<file path="src/rtl/bin2bcd_scan.sv">
// ============================================================================
//  Module      : bin2bcd_scan
//  Description : Serial shift-and-add-3 binary-to-BCD converter with a
//                multiplexed 7-segment digit scanner.
//  Revision    : 1.0 - initial release
// ============================================================================
`default_nettype none

module bin2bcd_scan #(
    parameter int BIN_W    = 14,
    parameter int DIGITS   = 4,
    parameter int SCAN_DIV = 50000
) (
    input  logic                  clk,
    input  logic                  rst_n,
    input  logic                  start,
    input  logic [BIN_W-1:0]      bin,
    input  logic                  blank_lz,
    output logic                  busy,
    output logic                  done,
    output logic                  ovf,
    output logic [4*DIGITS-1:0]   digits,
    output logic [3:0]            bcd,
    output logic [DIGITS-1:0]     dig_sel
);

    localparam int          ACC_W   = 4 * DIGITS;
    localparam int          CNT_W   = $clog2(BIN_W + 1);
    localparam int          PRE_W   = (SCAN_DIV > 1) ? $clog2(SCAN_DIV) : 1;
    localparam int          IDX_W   = (DIGITS > 1) ? $clog2(DIGITS) : 1;
    localparam logic [31:0] MAX_DEC = 32'(10 ** DIGITS - 1);

    localparam logic [0:0] S_IDLE  = 1'b0;
    localparam logic [0:0] S_SHIFT = 1'b1;

    logic [0:0]        state_q,   state_d;
    logic [BIN_W-1:0]  shreg_q,   shreg_d;
    logic [ACC_W-1:0]  acc_q,     acc_d;
    logic [CNT_W-1:0]  cnt_q,     cnt_d;
    logic              big_q,     big_d;
    logic              ovf_q,     ovf_d;
    logic              done_q,    done_d;
    logic [ACC_W-1:0]  disp_q,    disp_d;
    logic [PRE_W-1:0]  pre_q,     pre_d;
    logic [IDX_W-1:0]  idx_q,     idx_d;
    logic [3:0]        bcd_q,     bcd_d;
    logic [DIGITS-1:0] dig_sel_q, dig_sel_d;

    logic [ACC_W-1:0]  acc_adj;
    logic [ACC_W-1:0]  acc_shift;
    logic [BIN_W-1:0]  sh_shift;
    logic              wrap;
    logic [3:0]        cur_digit;
    logic              upper_zero;

    // Nibble-local add-3; no carry crosses a digit boundary.
    for (genvar g = 0; g < DIGITS; g++) begin : g_add3
        assign acc_adj[4*g +: 4] = (acc_q[4*g +: 4] >= 4'd5) ? acc_q[4*g +: 4] + 4'd3
                                                             : acc_q[4*g +: 4];
    end

    assign acc_shift = {acc_adj[ACC_W-2:0], shreg_q[BIN_W-1]};
    assign sh_shift  = {shreg_q[BIN_W-2:0], 1'b0};

    always_ff @(posedge clk or negedge rst_n) begin
        if (!rst_n) begin
            state_q   <= S_IDLE;
            shreg_q   <= '0;
            acc_q     <= '0;
            cnt_q     <= '0;
            big_q     <= 1'b0;
            ovf_q     <= 1'b0;
            done_q    <= 1'b0;
            disp_q    <= '1;
            pre_q     <= '0;
            idx_q     <= '0;
            bcd_q     <= 4'hF;
            dig_sel_q <= DIGITS'(1);
        end else begin
            state_q   <= state_d;
            shreg_q   <= shreg_d;
            acc_q     <= acc_d;
            cnt_q     <= cnt_d;
            big_q     <= big_d;
            ovf_q     <= ovf_d;
            done_q    <= done_d;
            disp_q    <= disp_d;
            pre_q     <= pre_d;
            idx_q     <= idx_d;
            bcd_q     <= bcd_d;
            dig_sel_q <= dig_sel_d;
        end
    end

    always_comb begin
        state_d = state_q;
        shreg_d = shreg_q;
        acc_d   = acc_q;
        cnt_d   = cnt_q;
        big_d   = big_q;
        ovf_d   = ovf_q;
        done_d  = 1'b0;
        disp_d  = disp_q;
        case (state_q)
            S_IDLE: begin
                if (start) begin
                    shreg_d = bin;
                    acc_d   = '0;
                    cnt_d   = CNT_W'(BIN_W);
                    big_d   = (32'(bin) > MAX_DEC);
                    ovf_d   = 1'b0;
                    state_d = S_SHIFT;
                end
            end
            default: begin
                acc_d   = acc_shift;
                shreg_d = sh_shift;
                cnt_d   = cnt_q - CNT_W'(1);
                if (cnt_q == CNT_W'(1)) begin
                    state_d = S_IDLE;
                    done_d  = 1'b1;
                    // Out-of-range values show as an all-blank display.
                    if (big_q) begin
                        ovf_d  = 1'b1;
                        disp_d = '1;
                    end else begin
                        disp_d = acc_shift;
                    end
                end
            end
        endcase
    end

    always_comb begin
        wrap  = (pre_q == PRE_W'(SCAN_DIV - 1));
        pre_d = wrap ? '0 : pre_q + PRE_W'(1);
        idx_d = idx_q;
        if (wrap) begin
            idx_d = (idx_q == IDX_W'(DIGITS - 1)) ? '0 : idx_q + IDX_W'(1);
        end

        cur_digit  = 4'h0;
        upper_zero = 1'b1;
        for (int i = 0; i < DIGITS; i++) begin
            if (IDX_W'(i) == idx_q) begin
                cur_digit = disp_q[4*i +: 4];
            end
            if (IDX_W'(i) >= idx_q && disp_q[4*i +: 4] != 4'h0) begin
                upper_zero = 1'b0;
            end
        end

        bcd_d     = (blank_lz && idx_q != '0 && upper_zero) ? 4'hF : cur_digit;
        dig_sel_d = DIGITS'(1) << idx_q;
    end

    always_comb begin
        busy    = (state_q == S_SHIFT);
        done    = done_q;
        ovf     = ovf_q;
        digits  = disp_q;
        bcd     = bcd_q;
        dig_sel = dig_sel_q;
    end

endmodule

`default_nettype wire

</file>
<file path="config.mk">
export PLATFORM = sky130hd
export DESIGN_NAME = bin2bcd_scan
export DESIGN_NICKNAME = d
export VERILOG_FILES = /design/src/rtl/bin2bcd_scan.sv
export SDC_FILE = /design/constraint.sdc
export NUM_CORES = 1
export LEC_CHECK = 0
export CORE_AREA = 2 2 63 124
export DETAILED_ROUTE_END_ITERATION = 16
export DIE_AREA = 0 0 65 126
export PLACE_DENSITY = 0.86
export SYNTH_ARGS = -nofsm -noshare
export SYNTH_HDL_FRONTEND = slang
export SYNTH_SLANG_ARGS = --single-unit
</file>
<file path="constraint.sdc">
create_clock -name clk -period 1.83 [get_ports clk]
set_input_delay 0.183 -clock clk [delete_from_list [all_inputs] [get_ports clk]]
set_output_delay 0.183 -clock clk [all_outputs]
set_load 0.01 [all_outputs]
</file>
After elaboration in Yosys (flattened, before gate mapping). Index checks and enable logic that the tools add are counted. Widths: inputs -> output; s select.

Register bits: 80. Input port bits: 18. Word-level logic and storage cells: 85.

$add $sub $neg: 7. Order comparisons: 9. Equality and inequality tests: 8. Shift operators: 1. Muxes and demuxes: 31. Bitwise logic cells: 1. Reduce and logical (&&, ||, !) cells: 16.

Operators with widths (count): $mux 16 (4); $mux 4 (10); $mux 14 (2); $add 16x1->16 const B (1); $eq 16x16->1 const B (1); $ge 4x3->1 const B (4); $reduce_bool 4->1 (4); $gt 14x14->1 const B (1); $mux 1 (13); $add 4x2->4 const B (3); $logic_and 1x1->1 (6); $eq 2x2->1 const A (2); $eq 4x1->1 const B (1); $ge 1x2->1 const A (2); $ge 2x2->1 const A (2); $ne 2x1->1 const B (2); $reduce_and 2->1 (2); $reduce_bool 2->1 (2); $shl 1x2->4 const A (1); $sub 4x1->4 const B (1); $add 3x2->3 const B (1); $mux 3 (1); $reduce_and 3->1 (1); $add 2x1->2 const B (1); 5 further kinds (5).

Logic depth before layout (Yosys ltp).
Word-level depth: 8. Depth in mapped cells: 7.

Worst setup path before layout. OpenSTA, ideal clock, no wires.

Path kind: reg2reg. Start point: register pre_q[0]. End point: register idx_q[1]. Setup time: 125 ps. Arrival time: 1550 ps. Data required time: 1705 ps. Setup slack: 155 ps. Stages on the path, launching flop included: 8. Clock period less this slack: 1675 ps. Path through: dfrtp_1 ha_1 and3_1 buf_2 nand4_1 nor2_1 buf_6 mux2_2.

Word-level cells in the longest chain between the ends: 1.

Ends and longest elaborated chain: start: declaration (RTL line 44) `logic [PRE_W-1:0] pre_q, pre_d;`; start signal: assignment (RTL line 88) `pre_q <= pre_d;`; $eq 16x16->1 (RTL line 135) `wrap = (pre_q == PRE_W'(SCAN_DIV - 1));`; end signal: assignment (RTL line 89) `idx_q <= idx_d;`; end: declaration (RTL line 45) `logic [IDX_W-1:0] idx_q, idx_d;`.

Every way passes these cells. A chain may end at the register's enable or synchronous reset.

Worst setup path after layout.
Start point: register pre_q[0]. End point: register idx_q[0].

The elaborated chain is that of the path after synthesis.

==> metrics.txt <==
Diodes inserted 0; Clock Latency Late Sink 0.33 ns; synth-to-layout area growth 21.7%; EDFF count, synth 0; WS Path Type reg -> reg; Yosys top cell area share between 30% and 40%; GRT overflow 0; largest cells by area after synthesis dfrtp_1 38%, dfstp_2 14%, mux2i_1 6.7%, ha_1 5.1%, a21oi_1 4.0%; busiest metal layer after global routing met2; Final Max Slew Viols 0; Flop pwr share 41.4%; sw frac 33.7%; Gate power share between 30 and 40%; router iterations before antenna repair 4; Int Power 0.00488 W; worst hold path type in -> async; share of layout cells above drive strength 1 12.7%; pin count of the biggest net entering global routing 37; FMAX around 590 MHz; largest family of logic cells by synthesized area simple AND/OR/NAND/NOR gates; post-synthesis adder-cell area fraction 5.13%; clock network power share 21.8%; vias in the first global route 2973; clk_skew 0.00624 ns; multiplexer area fraction after synthesis 7.25%; Tcrit/Tclk final 92.4%; register area share after synthesis 52.0%; Core Region 7210 um2; count leader, synth dfrtp_1; post-route ant nets 0; Post-Synth Simple-Gate Area approximately 15%; synthesized area 3900 um2; Initial Utilization 54.1%; IO Port Bufs 44; Synth Area in Compound Gates between 10% and 20%; CP max stage delay 0.39 ns; Power Dens Cells 1550 nW/um2; Sinks on Clock Net 80; syn nets 401; first-pass GRT wire length about 14000 um; syn_area_per_cell 10.6 um2; Total GRT Usage 22.6%; min cycle time layout between 1.5 and 2 ns; fraction of registers with async set or reset after synthesis 100%; initial DRC count 227; Max Cap Viol 0; DIE AREA 8190 um2; initial antenna violation count 0; CP endpoint kind flop; HPWL reported at the end of detailed placement 5910 um; yosys warns 0; Max-slew headroom 73.1%; DR WL/cell 16.2 um; Hold Slack 0.306 ns; Via Count roughly 2900; met2 Use GR 40.1%; DRC 0; Clock transition at path regs 0.06 ns; ys flop type dfrtp_1; cells after synthesis 367; post-synthesis register bit count 80; dpl ws 0.138 ns; global routing usage on met3 5.63%; library cells used by synthesis 43; Ports 45; Post-Synth XOR/XNOR Area 4.27%; Psw 0.00249 W; Final Setup Violations 0; CTS tree yes; worst-case vdd ir drop 0.00100 V; Req. time, crit path 2.04 ns; CTS max path bufs 2; cell taking the most area after synthesis dfrtp_1; H-Tree Depth 3; die outline height 126 um; worst slew pin tran 0.399 ns; drt total wl roughly 8200 um; critical path arrival 1.90 ns; CP max stage cell dfrtp_1; RePlAce Congestion 0.781; Core Rows 44; Static Leak around 2.2 nW; Final Hold Fails 0; vias per inst 5.69; Post-synth top cells 59 x dfrtp_1, 31 x a21oi_1, 26 x mux2i_1; sum of negative setup slack 0 ns; Root Driver clkbuf_16; cts bufs inserted 9; total chip power around 0.0074 W; status finished, final reports clean; Final nets between 400 and 500; worst setup margin 0.139 ns; met1 usage 25.0%; crit path cell chain ha_1 -> and3_1 -> nand4_1 -> nor2_1 -> mux2_2; Die Wd between 60 and 70 um; RSZ-0062 raised after global routing false; Crit Path Max Fanout 4; startpoint types flop
## power by group through the flow
| stage | combinational (W) | sequential (W) | clock, W |
|---|---|---|---|
| after global routing | 0.00305 | 0.00313 | 0.00168 |
| final | 0.00271 | 0.00305 | 0.00161 |
| after global placement | 0.00259 | 0.00304 | 0 |
| after CTS | 0.00274 | 0.00304 | 0.00162 |
| after detailed placement | 0.00271 | 0.00306 | 0 |
| after floorplan | 0.00166 | 0.00303 | 0 |
## cell type report
type	instances	area, um2
clock buffer	15	258
clock inverter	1	5.00
fill	575	2460
inverter	17	63.8
multi-input combinational	250	1730
sequential	80	2030
tap	92	115
timing repair buffer	55	548
## flip-flops by register name (all words and copies together) (netlist names)
register	flops
pre_q	16
bcd	4
idx_q	2
big_q	1
acc_q	16
ovf	1
busy	1
digits	16
shreg_q	14
cnt_q	4
done	1
dig_sel	4
## cells in the final DEF, fill, tap and decap left out, types with 5 or more instances in the layout
cell type / instances
buf_4: 9
mux2i_1: 26
o21ai_0: 21
clkbuf_1: 5
nand3_1: 6
dfstp_2: 21
ha_1: 16
nand2_1: 24
clkbuf_16: 9
nand2b_1: 13
inv_1: 17
a21o_1: 8
nor2_1: 25
nor3b_1: 11
a21oi_1: 31
o22a_1: 7
dfrtp_1: 58
xnor2_1: 12
nor3_1: 8
clkdlybuf4s50_1: 43
xor2_1: 7
## cells by family after synthesis
| kind of cell | Yosys count |
|---|---|
| compound gates | 77 |
| xor+xnor | 19 |
| fa+ha+maj | 16 |
| buf+inv | 37 |
| flops | 80 |
| mux | 28 |
| simple gates | 110 |
## worst max-delay path: cells and delay by family (launching register included)
family	cells	cell delay, ns
flops	1	0.39
mux	1	0.38
simple gates	3	0.61
fa+ha+maj	1	0.19
## per-layer routing
| layer | vias up | wire [um] |
|---|---|---|
| met4 | 0 | 207 |
| met3 | 16 | 299 |
| met5 | - | 0 |
| met1 | 1434 | 3120 |
| li1 | 1378 | - |
| met2 | 76 | 4610 |
## through the flow
step	utilization (%)	instances	cell area [um2]
after global routing	65.8	510	4750
after detailed placement	61.9	493	4470
final	65.8	510	4750
after floorplan	-	367	3900
after CTS	65.7	510	4740
after global placement	61.9	493	4470
## final timing paths
| path | startpoint | end | slack (ns) | cells past startpoint |
|---|---|---|---|---|
| worst max-delay path | pre_q[0]$_DFF_PN0_ | idx_q[0]$_DFFE_PN0N_ | 0.14 | 5 |
| worst min-delay path | rst_n | pre_q[6]$_DFF_PN0_ | 0.31 | 2 |
| worst min register to register | shreg_q[12]$_DFFE_PN0P_ | shreg_q[13]$_DFFE_PN0P_ | 0.49 | 2 |
| min in group clk | bin[0] | shreg_q[0]$_DFFE_PN0P_ | 0.47 | 3 |
| worst max register to register | pre_q[0]$_DFF_PN0_ | idx_q[0]$_DFFE_PN0N_ | 0.14 | 5 |
| max in group asynchronous | rst_n | digits[3]$_DFFE_PN1P_ | 0.92 | 3 |
## repair_timing
action / in CTS / in global routing
hold buffers: 1 / 0
buffers inserted: 0 / 0
endpoints found under the hold margin: 23 / 0
gates resized for setup: 0 / 1
setup endpoints to repair: 0 / 4
No activity file was read; power rests on OpenSTA's default activity.
